`src/rtl/memaccess_dmem_responder_pkg.sv`:
```
// Purpose: shared types and widths for the memaccess data-memory responder.
// Latency: n/a (types only).
// Backpressure: n/a; the bus has no flow control, accesses are single-cycle samples.
package memaccess_dmem_pkg;

    localparam int DATA_W = 16;

    // Bus phase driven by the MemAccess initiator.
    typedef enum logic [1:0] {
        MS_READ     = 2'b00,
        MS_WRITE    = 2'b01,
        MS_INDIRECT = 2'b10,
        MS_IDLE     = 2'b11
    } mem_state_t;

    // Responder control: CLEAR after reset, RUN once every word is initialised.
    typedef enum logic {
        CLEAR = 1'b0,
        RUN   = 1'b1
    } dmem_fsm_t;

endpackage

```
`src/rtl/memaccess_dmem_responder_if.sv`:
```
// Purpose: bundle of memaccess bus signals between initiator (master) and memory (slave).
// Latency: n/a (wiring only).
// Backpressure: none on the bus; busy tells the initiator accesses are being ignored.
// Ports: MControl/MAddr/MData/mem_state from master; DMem_out/busy/addr_err from slave.
interface memaccess_dmem_responder_if;
    import memaccess_dmem_pkg::*;

    logic              MControl;
    logic [DATA_W-1:0] MAddr;
    logic [DATA_W-1:0] MData;
    mem_state_t        mem_state;
    logic [DATA_W-1:0] DMem_out;
    logic              busy;
    logic              addr_err;

    modport master (
        output MControl, MAddr, MData, mem_state,
        input  DMem_out, busy, addr_err
    );

    modport slave (
        input  MControl, MAddr, MData, mem_state,
        output DMem_out, busy, addr_err
    );

endinterface

```
`src/rtl/memaccess_dmem_rdpipe.sv`:
```
// Purpose: LAT-deep data/valid shift register carrying read results toward DMem_out.
// Latency: LAT edges from in_* sample to out_*.
// Backpressure: none; shifts every edge, async active-low clear flushes all stages.
// Ports: clk_i, rst_ni, in_vld_i/in_dat_i (stage 1 input), out_vld_o/out_dat_o (stage LAT).
module memaccess_dmem_rdpipe #(
    parameter int LAT = 1,
    parameter int W   = 16
) (
    input  logic         clk_i,
    input  logic         rst_ni,
    input  logic         in_vld_i,
    input  logic [W-1:0] in_dat_i,
    output logic         out_vld_o,
    output logic [W-1:0] out_dat_o
);

    logic [LAT-1:0] vld_q;
    logic [W-1:0]   dat_q [LAT];

    always_ff @(posedge clk_i or negedge rst_ni) begin
        if (!rst_ni) begin
            vld_q <= '0;
            for (int i = 0; i < LAT; i++) begin
                dat_q[i] <= '0;
            end
        end else begin
            vld_q[0] <= in_vld_i;
            dat_q[0] <= in_dat_i;
            for (int i = 1; i < LAT; i++) begin
                vld_q[i] <= vld_q[i-1];
                dat_q[i] <= dat_q[i-1];
            end
        end
    end

    assign out_vld_o = vld_q[LAT-1];
    assign out_dat_o = dat_q[LAT-1];

endmodule

```
`src/rtl/memaccess_dmem_responder.sv`:
```
// Purpose: word-addressed data memory for the MemAccess stage with post-reset self-clear.
// Latency: READ_LATENCY edges from address sample to DMem_out; writes land at the sample edge.
// Backpressure: none; while busy (clearing) every bus access is silently dropped.
// Ports: clock, reset (async active-low), bus (slave modport of memaccess_dmem_responder_if).
module memaccess_dmem_responder
    import memaccess_dmem_pkg::*;
#(
    parameter int                DEPTH        = 256,
    parameter int                READ_LATENCY = 1,
    parameter logic [DATA_W-1:0] INIT_VALUE   = 16'h0000
) (
    input  logic                         clock,
    input  logic                         reset,
    memaccess_dmem_responder_if.slave    bus
);

    localparam int AW = $clog2(DEPTH);

    localparam logic [0:0] ST_CLEAR = CLEAR;
    localparam logic [0:0] ST_RUN   = RUN;

    logic [0:0]        state_q, state_d;
    logic [AW-1:0]     clr_ptr_q, clr_ptr_d;
    logic [DATA_W-1:0] dmem_out_q;
    logic              addr_err_q, addr_err_d;

    // No reset on the array so it maps onto RAM; the CLEAR walk initialises it.
    logic [DATA_W-1:0] mem [DEPTH];

    logic              run;
    logic [AW-1:0]     idx;
    logic              oob;
    logic              wr_req;
    logic              rd_req;
    logic [DATA_W-1:0] rd_dat;
    logic              pipe_vld;
    logic [DATA_W-1:0] pipe_dat;

    assign run = (state_q == ST_RUN);
    assign idx = bus.MAddr[AW-1:0];
    // Upper bits are checked rather than truncated so no address aliases.
    assign oob = |bus.MAddr[DATA_W-1:AW];

    assign wr_req = run && (bus.mem_state == MS_WRITE) && bus.MControl;
    assign rd_req = run && ((bus.mem_state == MS_READ) || (bus.mem_state == MS_INDIRECT))
                        && !bus.MControl;

    // Out-of-range reads still occupy a pipeline slot, returning zero.
    assign rd_dat = oob ? '0 : mem[idx];

    always_comb begin
        state_d    = state_q;
        clr_ptr_d  = clr_ptr_q;
        addr_err_d = (wr_req || rd_req) && oob;
        if (state_q == ST_CLEAR) begin
            clr_ptr_d = clr_ptr_q + 1'b1;
            if (clr_ptr_q == AW'(DEPTH - 1)) begin
                state_d = ST_RUN;
            end
        end
    end

    always_ff @(posedge clock or negedge reset) begin
        if (!reset) begin
            state_q    <= ST_CLEAR;
            clr_ptr_q  <= '0;
            addr_err_q <= 1'b0;
        end else begin
            state_q    <= state_d;
            clr_ptr_q  <= clr_ptr_d;
            addr_err_q <= addr_err_d;
        end
    end

    always_ff @(posedge clock) begin
        if (!run) begin
            mem[clr_ptr_q] <= INIT_VALUE;
        end else if (wr_req && !oob) begin
            mem[idx] <= bus.MData;
        end
    end

    memaccess_dmem_rdpipe #(
        .LAT (READ_LATENCY),
        .W   (DATA_W)
    ) u_rdpipe (
        .clk_i     (clock),
        .rst_ni    (reset),
        .in_vld_i  (rd_req),
        .in_dat_i  (rd_dat),
        .out_vld_o (pipe_vld),
        .out_dat_o (pipe_dat)
    );

    // DMem_out holds between reads; only a valid pipeline exit updates it.
    always_ff @(posedge clock or negedge reset) begin
        if (!reset) begin
            dmem_out_q <= '0;
        end else if (pipe_vld) begin
            dmem_out_q <= pipe_dat;
        end
    end

    assign bus.DMem_out = dmem_out_q;
    assign bus.busy     = !run;
    assign bus.addr_err = addr_err_q;

endmodule

```
`src/flat_wrapper.sv`:
```
// flat-port wrapper written by rule: the top's interface ports become plain ports
module memaccess_dmem_responder_flat import memaccess_dmem_pkg::*;
#(
    parameter int                DEPTH        = 256,
    parameter int                READ_LATENCY = 1,
    parameter logic [DATA_W-1:0] INIT_VALUE   = 16'h0000
)
  (clock, reset, bus_MControl, bus_MAddr, bus_MData, bus_mem_state, bus_DMem_out, bus_busy, bus_addr_err);
  memaccess_dmem_responder_if bus_i ();
  input  logic clock;
  input  logic reset;
  input wire logic [$bits(bus_i.MControl)-1:0] bus_MControl;
  input wire logic [$bits(bus_i.MAddr)-1:0] bus_MAddr;
  input wire logic [$bits(bus_i.MData)-1:0] bus_MData;
  input wire logic [$bits(bus_i.mem_state)-1:0] bus_mem_state;
  output wire logic [$bits(bus_i.DMem_out)-1:0] bus_DMem_out;
  output wire logic [$bits(bus_i.busy)-1:0] bus_busy;
  output wire logic [$bits(bus_i.addr_err)-1:0] bus_addr_err;
  assign bus_i.MControl = bus_MControl;
  assign bus_i.MAddr = bus_MAddr;
  assign bus_i.MData = bus_MData;
  assign bus_i.mem_state = bus_mem_state;
  assign bus_DMem_out = bus_i.DMem_out;
  assign bus_busy = bus_i.busy;
  assign bus_addr_err = bus_i.addr_err;
  memaccess_dmem_responder #(.DEPTH(DEPTH), .READ_LATENCY(READ_LATENCY), .INIT_VALUE(INIT_VALUE)) u_core (.clock(clock), .reset(reset), .bus(bus_i));
endmodule
```
`config.mk`:
```
export PLATFORM = sky130hd
export DESIGN_NAME = memaccess_dmem_responder_flat
export DESIGN_NICKNAME = d
export VERILOG_FILES = /design/src/rtl/memaccess_dmem_responder_pkg.sv /design/src/rtl/memaccess_dmem_responder_if.sv /design/src/rtl/memaccess_dmem_rdpipe.sv /design/src/rtl/memaccess_dmem_responder.sv /design/src/flat_wrapper.sv
export SDC_FILE = /design/constraint.sdc
export NUM_CORES = 2
export LEC_CHECK = 0
export ABC_CLOCK_PERIOD_IN_PS = 8200
export BUFFER_PORTS_ARGS = -buffer_cell sky130_fd_sc_hd__buf_2
export CORE_ASPECT_RATIO = 0.5
export CORE_MARGIN = 3
export CORE_UTILIZATION = 50
export CTS_CLUSTER_SIZE = 30
export DETAILED_ROUTE_END_ITERATION = 10
export GPL_ROUTABILITY_DRIVEN = 0
export GPL_TIMING_DRIVEN = 0
export HOLD_SLACK_MARGIN = 0.1
export PLACE_DENSITY = 0.65
export REMOVE_ABC_BUFFERS = 1
export SYNTH_ARGS = -nofsm -noshare
export SYNTH_HDL_FRONTEND = slang
export SYNTH_HIERARCHICAL = 1
export SYNTH_SLANG_ARGS = --single-unit
```
`constraint.sdc`:
```
create_clock -name clock -period 8.2 [get_ports clock]
set_clock_uncertainty 0.15 [all_clocks]
set_input_delay 2.05 -clock clock [delete_from_list [all_inputs] [get_ports clock]]
set_output_delay 2.05 -clock clock [all_outputs]
set_load 0.1 [all_outputs]
```
Word-level counts from Yosys, hierarchy flattened --
Memories as Yosys holds them, arrays and structs flattened. Cells that the tools add are included.
Word-level totals: flip-flop bits (word level) 43, RAM bits 4096, input port bits 37, output and inout port bits 18, memories 1
Cells by class: add/subtract/negate cells 1, equality and inequality tests 3, mux-type cells 10, reductions and logical operators 14
Memories:
- u_core.mem | depth 256, bits a word 16, read ports 1, clocked after memory_dff 0, write ports 1, line memaccess_dmem_responder.sv:28 | logic [DATA_W-1:0] mem [DEPTH];
Operators by type and width (number):
- 16-bit 2-to-1 mux | 2
- 16-bit OR reduction | 1
- 8-bit by 1-bit adder with 8-bit output (second input constant) | 1
- 8-bit equality test (second input constant) | 1
- 8-bit 2-to-1 mux | 1
- 8-bit OR reduction | 1
- 1-bit 2-to-1 mux | 7
- 1-bit logical AND | 6
- 1-bit zero test | 3
- 2-bit by 1-bit equality test with 1-bit output (second input constant) | 1
- 2-bit equality test (second input constant) | 1
- 2-bit zero test | 1
- 1-bit logical OR | 2

Depth between registers and ports, before layout --
word-level depth 9, mapped depth 13

Hierarchy --
The synthesis kept the hierarchy.
Modules (own cells, without submodules):
- memaccess_dmem_responder | times used 1, cells an instance 7620, area each 159855.8 µm²
- memaccess_dmem_rdpipe | times used 1, cells an instance 17, area each 425.4 µm²

Worst setup path after synthesis --
No wires, ideal clock.
path type input port to flip-flop, start input port bus_MAddr[9], end memory u_core.mem[0][10], data pin, library setup time 870 ps, arrival 6567 ps, setup slack 613 ps, stages 6, cells stage by stage nor4_2 -> nand2_2 -> nor2_1 -> clkbuf_1 -> clkbuf_1 -> and2_1
Between the ends: cells in the longest elaborated chain, start to end 8
RTL lines:
- start: declaration | line flat_wrapper.sv:13 | input wire logic [$bits(bus_i.MAddr)-1:0] bus_MAddr;
- 8-bit OR reduction | line memaccess_dmem_responder.sv:42 | assign oob = |bus.MAddr[DATA_W-1:AW];
- 1-bit zero test | line memaccess_dmem_responder.sv:78 | end else if (wr_req && !oob) begin
- 1-bit logical AND | line memaccess_dmem_responder.sv:78
- 1-bit 2-to-1 mux | line memaccess_dmem_responder.sv:78
- 1-bit 2-to-1 mux | line memaccess_dmem_responder.sv:76 | if (!run) begin
- 1-bit 2-to-1 mux (implied by the code) | line memaccess_dmem_responder.sv:79 | mem[idx] <= bus.MData;
- 16-bit OR reduction (no source line)
- 16-bit 2-to-1 mux (no source line)
- end: declaration | line memaccess_dmem_responder.sv:28
No other way between the ends.

Worst setup path after layout --
start input port bus_MAddr[1], end register u_core.u_rdpipe.dat_q, in the netlist u_core/u_rdpipe/out_dat_o[12]
Between the ends: cells in the longest elaborated chain, start to end 2
RTL lines:
- memory read 256 x 16 bit
- 16-bit 2-to-1 mux | line memaccess_dmem_responder.sv:49 | assign rd_dat = oob ? '0 : mem[idx];
- via u_core.rd_dat[12] | line memaccess_dmem_responder.sv:35 | logic [DATA_W-1:0] rd_dat;
- end signal: indexed assignment | line memaccess_dmem_rdpipe.sv:31 | dat_q[i] <= dat_q[i-1];
- end: declaration | line memaccess_dmem_rdpipe.sv:18 | logic [W-1:0] dat_q [LAT];
The timed path passes the listed nets, and every way through them passes these cells. A chain may end at the register's enable or synchronous reset.

==> results.cfg <==
[final_layout]
fin_cells = 12430
post-route-util_pct = 57.02
nets = 7972
design_area_sq_um = 181200
nFillCells = 22860
drive_above_1_share_pct = 24.37
syn_to_final_growth_pct = 13.07

[setup_path]
r2r_setup_slack_ns = 3.02
endpoint_kind = register
crit_fanout = 80
cp.required_ns = 8.76
crit-reg2reg-capture = u_core/mem[144][11]
arrival_ns = 8.16
reg2reg_depth = 5
worstSetupPathType = in2reg
start_kind = primary input
r2r-start = u_core/run

[timing]
worst_pin_slew_ns = 1.490
hold_viol = 0
layout_setup_ws_ns = 0.5924
slew_headroom_pct = -0.3526
post-route-period-util_pct = 92.78
whs_ns = 0.3238
slew_viol_final = 1
setup_viol_count_final = 0
period_needed_ns = 7.608
fmax_mhz = 131.4
rsz0062_at_grt = no

[detailed_routing]
dr.pass1.iters = 5
wire_per_inst_microns = 32.83
drt-vias-per-instance = 6.437
drt_iter0_drc = 10660
postRouteAntennaNets = 0
vias = 80010
route.detailed.drc = 0
wirelength_mm = 408.0

[synth]
async_reset_ff_share_pct = 1.039
synth_flop_cell = edfxtp_1
yosysTopAreaCell = edfxtp_1
netlist.area_leader.share_pct = 76.74
synth_seq_cells = 4139
synth_edf_count = 4096
synth_cells = 7637
netlist_area_sq_um = 160300
synthTopCellsByArea = edfxtp_1, mux4_2, mux2i_1, o221ai_1, nor2_1
synth_area_per_cell_sq_um = 20.99
ys_seq_area_share_pct = 77.41
synth_warnings = 6
synth_cell_types = 62

[clock_tree]
clkLatencyLatePin_ns = 0.92
cts_resized = 0
cts_setup_buffers = 0
cts_tree = done
htree_levels = 5
cts_made_buffers = 362
clk_pin_slew_ns = 0.07
cts-root-buf = clkbuf_16
clk_path_buf_depth = 4
holdBufCountCts = 0
numClockSinks = 4139

[die]
die_width_microns = 806.7
core_sq_um = 317900
dieArea_sq_um = 327800
die_height_microns = 406.4
start_util_pct = 50.43
ioPinCount = 55
num_rows = 146

[global_route]
antenna_found_initial = 13
grt_first_pass_wirelength_mm = 583.1
track_usage_pct = 24.82
grt_max_degree = 118
gr-total-overflow = 0
grt_pass1_vias = 77360

[pwr]
p_leak_nw = 47.00
irDropWorstVdd_uv = 160.3
power_density_nw_per_um2 = 222.6

[placement]
pre_cts_slack_ns = -0.2538
io_buffers = 54
dp.cells = 11790
hpwlAfterDp_mm = 253.9
placed_cell_area_sq_um = 170100

[run]
maxCapViolations = 1

[run_status]
violations = max-capacitance violations, max-slew violations
outcome = finished with violations

[hold_path]
min_to = u_core/bus.DMem_out[5]
min-delay-start = u_core/u_rdpipe/out_dat_o[5]
min_path_type = reg2reg
min_delay_path_depth = 1
==> logic make-up (layout without fill, tap and decap cells) <==
| family | Yosys count | in the layout | synth area share, % |
|---|---|---|---|
| fa+ha+maj | 1 | 1 | 0.007805 |
| compound gates | 896 | 896 | 3.832 |
| buf+inv | 469 | 1034 | 1.909 |
| simple gates | 736 | 736 | 2.140 |
| flops | 4139 | 4139 | 77.41 |
| mux | 1389 | 1389 | 14.66 |
| xor+xnor | 7 | 7 | 0.03825 |
| other cells | 0 | 9 | 0 |
==> cell usage in the layout (no fill, tap or decap), types with 30 or more instances in the layout <==
master and n:
a21oi_1 152, a22oi_1 83, buf_16 110, buf_2 49, buf_8 182, clkbuf_1 85, clkbuf_16 371, clkinv_1 68
clkinv_2 59, dfrtp_1 43, edfxtp_1 4096, mux2i_1 607, mux4_2 756, nand2_1 70, nand3_1 30, nor2_1 112
nor2_2 256, nor3_1 97, o21ai_0 144, o221ai_1 251, o22ai_1 157
==> cell usage after synthesis, drive strengths merged, types with 4 or more instances <==
master / instances
a211oi: 9
a21oi: 152
a22oi: 83
a31oi: 25
and2: 24
and3: 4
buf: 283
clkbuf: 179
dfrtp: 43
edfxtp: 4096
inv: 7
mux2: 19
mux2i: 607
mux4: 763
nand2: 72
nand2b: 13
nand3: 30
nand3b: 9
nand4: 18
nor2: 373
nor3: 103
nor4: 35
o211ai: 16
o21ai: 159
o221ai: 257
o22a: 14
o22ai: 157
o32a: 7
o32ai: 8
or2: 22
or3: 18
or4: 8
xnor2: 5
==> state kept, by name, summed over array words and instances, names as in the netlist <==
signal	flops
u_core/bus.addr_err	1
u_core/mem	4096
u_core/clr_ptr_q	8
u_core/bus.DMem_out	16
u_core/run	1
u_core/u_rdpipe/out_dat_o	16
u_core/u_rdpipe/out_vld_o	1
==> through the flow <==
step / TNS, ns / total power, W
global placement: - / 0.02525
CTS: 0 / 0.04058
global route: 0 / 0.04148
floorplan: -19.28 / 0.02377
detailed placement: -0.5388 / 0.02442
finish: 0 / 0.04034
==> worst max-delay path by stage <==
stage | startpoint | to | slack (ns) | depth (start not counted)
2_1_floorplan | bus_MAddr[1] | u_core/u_rdpipe/out_dat_o[12] | -1.30 | 7
3_3_place_gp | bus_MAddr[1] | u_core/u_rdpipe/out_dat_o[13] | -49.29 | 8
3_5_place_dp | bus_MAddr[1] | u_core/u_rdpipe/out_dat_o[12] | -0.25 | 12
4_1_cts | bus_MAddr[1] | u_core/u_rdpipe/out_dat_o[12] | 0.74 | 12
5_1_grt | bus_MAddr[1] | u_core/u_rdpipe/out_dat_o[12] | 0.57 | 12
6_report | bus_MAddr[1] | u_core/u_rdpipe/out_dat_o[12] | 0.59 | 12
==> layer usage <==
layer / track usage [%] / vias to the layer above / share of wire (%)
li1: - / 32700 / -
met1: 37.08 / 42550 / 41
met2: 37.41 / 4119 / 46
met3: 4.969 / 634 / 10
met4: 7.571 / 6 / 3.4
met5: 0 / - / 0.0093
==> power breakdown <==
| part | switching, W | total [W] | leakage [nW] | internal (W) |
|---|---|---|---|---|
| clock | 0.00740 | 0.0164 | 5.40 | 0.00898 |
| sequential | 0.000000155 | 0.0229 | 28.9 | 0.0229 |
| combinational | 0.000721 | 0.00109 | 12.7 | 0.000369 |
| total | 0.00812 | 0.0403 | 47.0 | 0.0322 |
==> layout make-up <==
| class | count | area [sq um] | share of cell area [%] |
|---|---|---|---|
| clock buffers | 459 | 9644 | 5.321 |
| multi-input cells | 3029 | 33980 | 18.75 |
| clock inverters | 173 | 1423 | 0.7850 |
| well taps | 4218 | 5278 | 2.912 |
| diodes | 9 | 22.52 | 0.01243 |
| inverters | 7 | 41.29 | 0.02278 |
| repair buffers | 395 | 6771 | 3.736 |
| flip-flops and latches | 4139 | 124100 | 68.46 |
==> critical path, cell delays in order <==
cell	delay (ns)
buf_8	0.38
buf_16	0.44
buf_16	0.39
nand2_4	0.49
buf_16	0.37
buf_16	0.28
buf_16	0.26
o221ai_1	0.38
o22ai_1	0.14
o21ai_0	0.92
nand4_1	0.60
nor4_1	0.90
Note: power is estimated with default switching activity, not from simulation.
